**src/rtl/t07_ext_mem_interface_pkg.sv**
```systemverilog
// Shared types and constants for the CPU-to-Wishbone memory bridge.
// Holds the FSM encoding, CPU request codes and the default watchdog length.
package t07_memif_pkg;

   typedef enum logic [1:0] {
      ST_IDLE = 2'b00,
      ST_BUSY = 2'b01,
      ST_DONE = 2'b10
   } memif_state_t;

   localparam logic [1:0] RWI_IDLE  = 2'b00;
   localparam logic [1:0] RWI_WRITE = 2'b01;
   localparam logic [1:0] RWI_READ  = 2'b10;

   localparam int unsigned TIMEOUT_CYCLES_DEFAULT = 255;

endpackage

```
**src/rtl/t07_ext_mem_interface_if.sv**
```systemverilog
// Wishbone-style single-master bus between the bridge and the external memory slave.
// The bridge drives the request side, the slave returns ack and read data.
interface t07_ext_mem_interface_if;

   logic        cyc;
   logic        stb;
   logic        we;
   logic [31:0] adr;
   logic [31:0] dat_o;
   logic [3:0]  sel;
   logic        ack;
   logic [31:0] dat_i;

   modport master (
      output cyc, stb, we, adr, dat_o, sel,
      input  ack, dat_i
   );

   modport slave (
      input  cyc, stb, we, adr, dat_o, sel,
      output ack, dat_i
   );

endinterface

```
**src/rtl/t07_ext_mem_interface_timeout.sv**
```systemverilog
// Watchdog for the BUSY state: expired is high in the BUSY cycle that would complete
// TIMEOUT_CYCLES consecutive cycles without bus_ack.
module t07_memif_timeout
   import t07_memif_pkg::*;
#(
   parameter int unsigned TIMEOUT_CYCLES = TIMEOUT_CYCLES_DEFAULT
) (
   input  logic clk,
   input  logic rst,
   input  logic clear,
   input  logic enable,
   output logic expired
);

   localparam int unsigned CW = $clog2(TIMEOUT_CYCLES + 1);

   // count holds the number of already-finished ack-less cycles, so the current
   // cycle is the one that brings the total to TIMEOUT_CYCLES.
   logic [CW-1:0] count;

   always_ff @(posedge clk) begin
      if (rst || clear) begin
         count <= '0;
      end else if (enable && !expired) begin
         count <= count + 1'b1;
      end
   end

   assign expired = enable && (count == CW'(TIMEOUT_CYCLES - 1));

endmodule

```
**src/rtl/t07_ext_mem_interface.sv**
```systemverilog
// CPU-to-Wishbone bridge: request accepted in IDLE, bus/busy registered next cycle, one DONE cycle after ack.
// Define T07_MEMIF_TIMEOUT_EN to abort ack-less transactions after TIMEOUT_CYCLES with an err_out pulse.
module t07_ext_mem_interface
   import t07_memif_pkg::*;
#(
   parameter int unsigned TIMEOUT_CYCLES = TIMEOUT_CYCLES_DEFAULT
) (
   input  logic                    clk,
   input  logic                    rst,
   input  logic [1:0]              rwi,
   input  logic [31:0]             addr_in,
   input  logic [31:0]             wdata_in,
   input  logic [3:0]              sel_in,
   output logic                    busy,
   output logic [31:0]             rdata_out,
   output logic                    err_out,
   t07_ext_mem_interface_if.master bus
);

   memif_state_t state;
   logic         req_vld;
   logic         finish;

   always_comb begin
      req_vld = 1'b0;
      case (rwi)
         RWI_WRITE, RWI_READ: req_vld = 1'b1;
         RWI_IDLE:            req_vld = 1'b0;
         default:             req_vld = 1'b0;
      endcase
   end

   if (TIMEOUT_CYCLES < 1) begin : g_bad_timeout
      $error("TIMEOUT_CYCLES must be at least 1");
   end

`ifdef T07_MEMIF_TIMEOUT_EN
   logic expired;

   t07_memif_timeout #(
      .TIMEOUT_CYCLES (TIMEOUT_CYCLES)
   ) u_timeout (
      .clk     (clk),
      .rst     (rst),
      .clear   (state == ST_IDLE && req_vld),
      .enable  (state == ST_BUSY && !bus.ack),
      .expired (expired)
   );

   assign finish = bus.ack | expired;
`else
   assign finish  = bus.ack;
   assign err_out = 1'b0;
`endif

   always_ff @(posedge clk) begin
      if (rst) begin
         state     <= ST_IDLE;
         busy      <= 1'b0;
         rdata_out <= '0;
         bus.cyc   <= 1'b0;
         bus.stb   <= 1'b0;
         bus.we    <= 1'b0;
         bus.adr   <= '0;
         bus.dat_o <= '0;
         bus.sel   <= '0;
`ifdef T07_MEMIF_TIMEOUT_EN
         err_out   <= 1'b0;
`endif
      end else begin
`ifdef T07_MEMIF_TIMEOUT_EN
         err_out <= 1'b0;
`endif
         case (state)
            ST_IDLE: begin
               if (req_vld) begin
                  state     <= ST_BUSY;
                  busy      <= 1'b1;
                  bus.cyc   <= 1'b1;
                  bus.stb   <= 1'b1;
                  bus.we    <= (rwi == RWI_WRITE);
                  bus.adr   <= addr_in;
                  bus.dat_o <= wdata_in;
                  bus.sel   <= sel_in;
               end
            end
            ST_BUSY: begin
               if (finish) begin
                  state     <= ST_DONE;
                  busy      <= 1'b0;
                  bus.cyc   <= 1'b0;
                  bus.stb   <= 1'b0;
                  bus.we    <= 1'b0;
                  bus.dat_o <= '0;
                  bus.sel   <= '0;
                  // An ack on the terminal count wins over the watchdog.
                  if (bus.ack && !bus.we) begin
                     rdata_out <= bus.dat_i;
                  end
`ifdef T07_MEMIF_TIMEOUT_EN
                  err_out <= ~bus.ack;
`endif
               end
            end
            ST_DONE: state <= ST_IDLE;
            default: state <= ST_IDLE;
         endcase
      end
   end

endmodule
```
**src/flat_wrapper.sv**
```systemverilog
// flat-port wrapper written by rule: the top's interface ports become plain ports
module t07_ext_mem_interface_flat import t07_memif_pkg::*;
#(
   parameter int unsigned TIMEOUT_CYCLES = TIMEOUT_CYCLES_DEFAULT
)
  (clk, rst, rwi, addr_in, wdata_in, sel_in, busy, rdata_out, err_out, bus_cyc, bus_stb, bus_we, bus_adr, bus_dat_o, bus_sel, bus_ack, bus_dat_i);
  t07_ext_mem_interface_if bus_i ();
  input  logic clk;
  input  logic rst;
  input  logic [1:0] rwi;
  input  logic [31:0] addr_in;
  input  logic [31:0] wdata_in;
  input  logic [3:0] sel_in;
  output logic busy;
  output logic [31:0] rdata_out;
  output logic err_out;
  output wire logic [$bits(bus_i.cyc)-1:0] bus_cyc;
  output wire logic [$bits(bus_i.stb)-1:0] bus_stb;
  output wire logic [$bits(bus_i.we)-1:0] bus_we;
  output wire logic [$bits(bus_i.adr)-1:0] bus_adr;
  output wire logic [$bits(bus_i.dat_o)-1:0] bus_dat_o;
  output wire logic [$bits(bus_i.sel)-1:0] bus_sel;
  input wire logic [$bits(bus_i.ack)-1:0] bus_ack;
  input wire logic [$bits(bus_i.dat_i)-1:0] bus_dat_i;
  assign bus_cyc = bus_i.cyc;
  assign bus_stb = bus_i.stb;
  assign bus_we = bus_i.we;
  assign bus_adr = bus_i.adr;
  assign bus_dat_o = bus_i.dat_o;
  assign bus_sel = bus_i.sel;
  assign bus_i.ack = bus_ack;
  assign bus_i.dat_i = bus_dat_i;
  t07_ext_mem_interface #(.TIMEOUT_CYCLES(TIMEOUT_CYCLES)) u_core (.clk(clk), .rst(rst), .rwi(rwi), .addr_in(addr_in), .wdata_in(wdata_in), .sel_in(sel_in), .busy(busy), .rdata_out(rdata_out), .err_out(err_out), .bus(bus_i));
endmodule
```
**config.mk**
```make
export PLATFORM = sky130hd
export DESIGN_NAME = t07_ext_mem_interface_flat
export DESIGN_NICKNAME = d
export VERILOG_FILES = /design/src/rtl/t07_ext_mem_interface_pkg.sv /design/src/rtl/t07_ext_mem_interface_if.sv /design/src/rtl/t07_ext_mem_interface_timeout.sv /design/src/rtl/t07_ext_mem_interface.sv /design/src/flat_wrapper.sv
export SDC_FILE = /design/constraint.sdc
export NUM_CORES = 1
export LEC_CHECK = 0
export ABC_AREA = 0
export CAP_MARGIN = 10
export CORE_UTILIZATION = 30
export DETAILED_ROUTE_END_ITERATION = 10
export HOLD_SLACK_MARGIN = 0.08
export PLACE_DENSITY = 0.66
export SYNTH_ARGS = -nofsm -noshare
export SYNTH_HDL_FRONTEND = slang
export SYNTH_SLANG_ARGS = --single-unit
```
**constraint.sdc**
```tcl
create_clock -name clk -period 1.7 [get_ports clk]
set_input_delay 0.17 -clock clk [delete_from_list [all_inputs] [get_ports clk]]
set_output_delay 0.17 -clock clk [all_outputs]
set_load 0.02 [all_outputs]
```
==> metrics <==
CTS Root Cell=clkbuf_16; register area share after synthesis=approximately three fifths; Die ar.=12,400 µm²; Port Buf Inserts=roughly 210; number of vias per cell=about 4.7; Buffers & Inverters on Critical Path=1; Max Cap Viol=0; Clk network pwr share=32.0%; RSZ-0062 raised after global routing=no; IO Pins=210; Initial Util=a little under a third; row count=39; DRC Markers=30; cts bufs inserted=9; CP cell instances=clkdlybuf4s50_1; Register Area=between 2000 and 2500 µm²; Final nets=around 690; HPWL after detailed placement=between 7000 and 8000 µm; Leak Pwr=between 2 and 2.5 nW; cts repair resizes=0; fill cell count=about 1,100; share of layout cells above drive strength 1=around 4.9%; Longest Clk Path Bufs=2; clock sink count=104; Hold WC Path Type=in2reg; Routed Antenna Nets=0; CTS Hold Bufs=0; WP depth=1; crit path launch=u_core.bus.we$_SDFFE_PP0P_; worst vdd ir=between 0.4 and 0.5 mV; worst-skew pair later-pin latency=between 0.3 and 0.4 ns; drt pass-1 iters=7; largest net degree at the start of global routing=57; worst setup path end=bus_we; total number of vias=between 3,000 and 4,000; Syn-to-layout area delta=69.6%; H-tree lvl count=3; Post-CTS Setup Inserts=0; placer congestion estimate=roughly 0.72; Min Hold Slack=0.241 ns; violated checks=design-rule violations; # diodes=0; Warnings, synthesis=0; power share of the sequential group=45.9%; Switching Fraction=a little over a quarter; total net switching power=roughly 1.6 mW; combinational share of power=between 20 and 25%; total core area=11,500 µm²; status=complete, but fails checks; Overall Global Routing Usage=roughly 16%; initial antenna violation count=0; Final Hold Fails=0; critical path's largest stage delay=between 0.6 and 0.7 ns; Post-Syn Nets=slightly below 500; count of unique library cells instantiated by Yosys=25; first-pass GRT wire length=~16,000 µm; final setup vio count=0; CP Max Fanout=4; Arr. time, crit path=about 1.5 ns; Finished Layout Cells=between 700 and 800; grt ovf=0; die height=111 µm; r2r startpoint=u_core.state[0]$_SDFFE_PP0P_; Clk pin slew, worst setup/hold paths=~0.07 ns; synthesized instance count=just under 400; Critical Path RT=1.53 ns; FF-to-FF End=u_core.rdata_out[21]$_SDFFE_PP0P_; syn_area_per_cell=between 9 and 10 µm²; Die X=roughly 110 µm; R2R depth=4; cell area after synthesis=~3600 µm²; Internal=4.35 mW; FMAX=619 MHz; Worst Setup Path Type=reg2out; max-slew violations=0; TritonCTS clock tree=built; vias in the first global route=around 3,300; Seq cells post-synth=104; Placed Cells=just over 700; initial DRC count=217; power per cell area=slightly below 1000 nW/µm²; crit path time final=around 1.6 ns; CP Capture Type=primary output; Avg WL per Cell=13.6 µm; Worst path slowest cell=clkdlybuf4s50_1; startpoint types=flop; Setup Skew=0.00809 ns; CP delay by family, top=buffers and inverters; multi-input logic area=between 1000 and 1500 µm²; r2r setup slk=0.21 ns; period utilisation layout=about 95%; final wirelength=roughly 10000 µm
[sequential cells by signal, summed over array words and instances (netlist names)]
signal	cells
u_core.rdata_out	32
u_core.bus.we	1
u_core.bus.sel	4
u_core.bus.stb	1
u_core.bus.dat_o	32
u_core.bus.adr	32
u_core.state	2
[metrics by stage]
step,TNS (ns),util [%],setup WS [ns],area [µm²],power [mW]
2_1_floorplan,0,-,0.282,3580,3.38
3_3_place_gp,-11.04,50.3,-0.174,5790,4.07
3_5_place_dp,-12.59,50.3,-0.228,5790,4.09
4_1_cts,0,52.7,0.0617,6070,6.04
5_1_grt,0,52.7,0.0318,6070,6.23
6_report,0,52.7,0.0838,6070,5.93
[power by group through the flow]
stage | sequential [mW] | clock (mW) | combinational [mW]
after floorplan | 2.97 | 0 | 0.414
after global placement | 2.77 | 0 | 1.30
after detailed placement | 2.78 | 0 | 1.32
after CTS | 2.72 | 1.99 | 1.32
after global routing | 2.74 | 2.09 | 1.40
final | 2.72 | 1.90 | 1.31
[synth_stat cells, drive strengths merged]
master,n,share of area (%)
dfxtp,104,58
or3,1,0.17
conb,1,0.10
a22o,37,9.1
inv,3,0.31
o21ai,1,0.14
nand2,129,14
nor2,2,0.21
clkbuf,6,0.63
nand4bb,1,0.31
and3,1,0.17
o21bai,1,0.21
nor3,2,0.42
a31oi,1,0.59
nor4,1,0.59
nand2b,2,0.56
nor4bb,1,0.28
a21oi,65,9.1
ha,1,0.35
buf,28,5.0
[worst min-delay path by stage]
stage / to / cells past startpoint / start
after CTS: u_core.rdata_out[22]$_SDFFE_PP0P_ / 2 / rst
final: u_core.rdata_out[25]$_SDFFE_PP0P_ / 2 / rst
after global placement: u_core.bus.adr[18]$_SDFFE_PP0P_ / 2 / u_core.bus.adr[18]$_SDFFE_PP0P_
after floorplan: u_core.bus.dat_o[0]$_SDFFE_PP0P_ / 1 / wdata_in[0]
after global routing: u_core.rdata_out[23]$_SDFFE_PP0P_ / 2 / rst
after detailed placement: u_core.bus.adr[1]$_SDFFE_PP0P_ / 2 / u_core.bus.adr[1]$_SDFFE_PP0P_
[routing by layer]
layer | vias to the layer above | routed length (µm) | global-route usage (%) | share of wire, %
li1 | 1684 | - | - | -
met1 | 1566 | 4100 | 18.9 | 41
met2 | 127 | 4790 | 27.0 | 48
met3 | 20 | 832 | 5.69 | 8.4
met4 | 0 | 238 | 7.66 | 2.4
met5 | - | 0 | 0 | 0
[logic make-up (layout without fill, tap and decap cells)]
family                     Yosys count  in the layout  share of synthesized area [%]
AOI/OAI and AO/OA                  105            105                           19.1
buffers and inverters               37            236                           5.98
and+or+nand+nor                    140            140                           16.3
adders and majority gates            1              1                          0.350
DFF                                104            104                           58.2
other                                1              1                          0.105
[cells in the final DEF (no fill, tap or decap), drive strengths merged, types with 2 or more instances in the layout]
cell type,netlist,routed
nor2,2,2
dfxtp,104,104
nor3,2,2
a21oi,65,65
nand2,129,129
clkdlybuf4s50,0,207
nand2b,2,2
clkinv,0,2
buf,28,10
clkbuf,6,12
inv,3,5
a22o,37,37
[final cells by class]
class	count	area share [%]
inverter	3	0.186
timing repair buffer	217	36.6
sequential	104	34.3
tap	143	2.95
multi-input combinational	247	21.5
clock buffer	12	4.06
clock inverter	4	0.454
(Power assumes the default switching activity.)
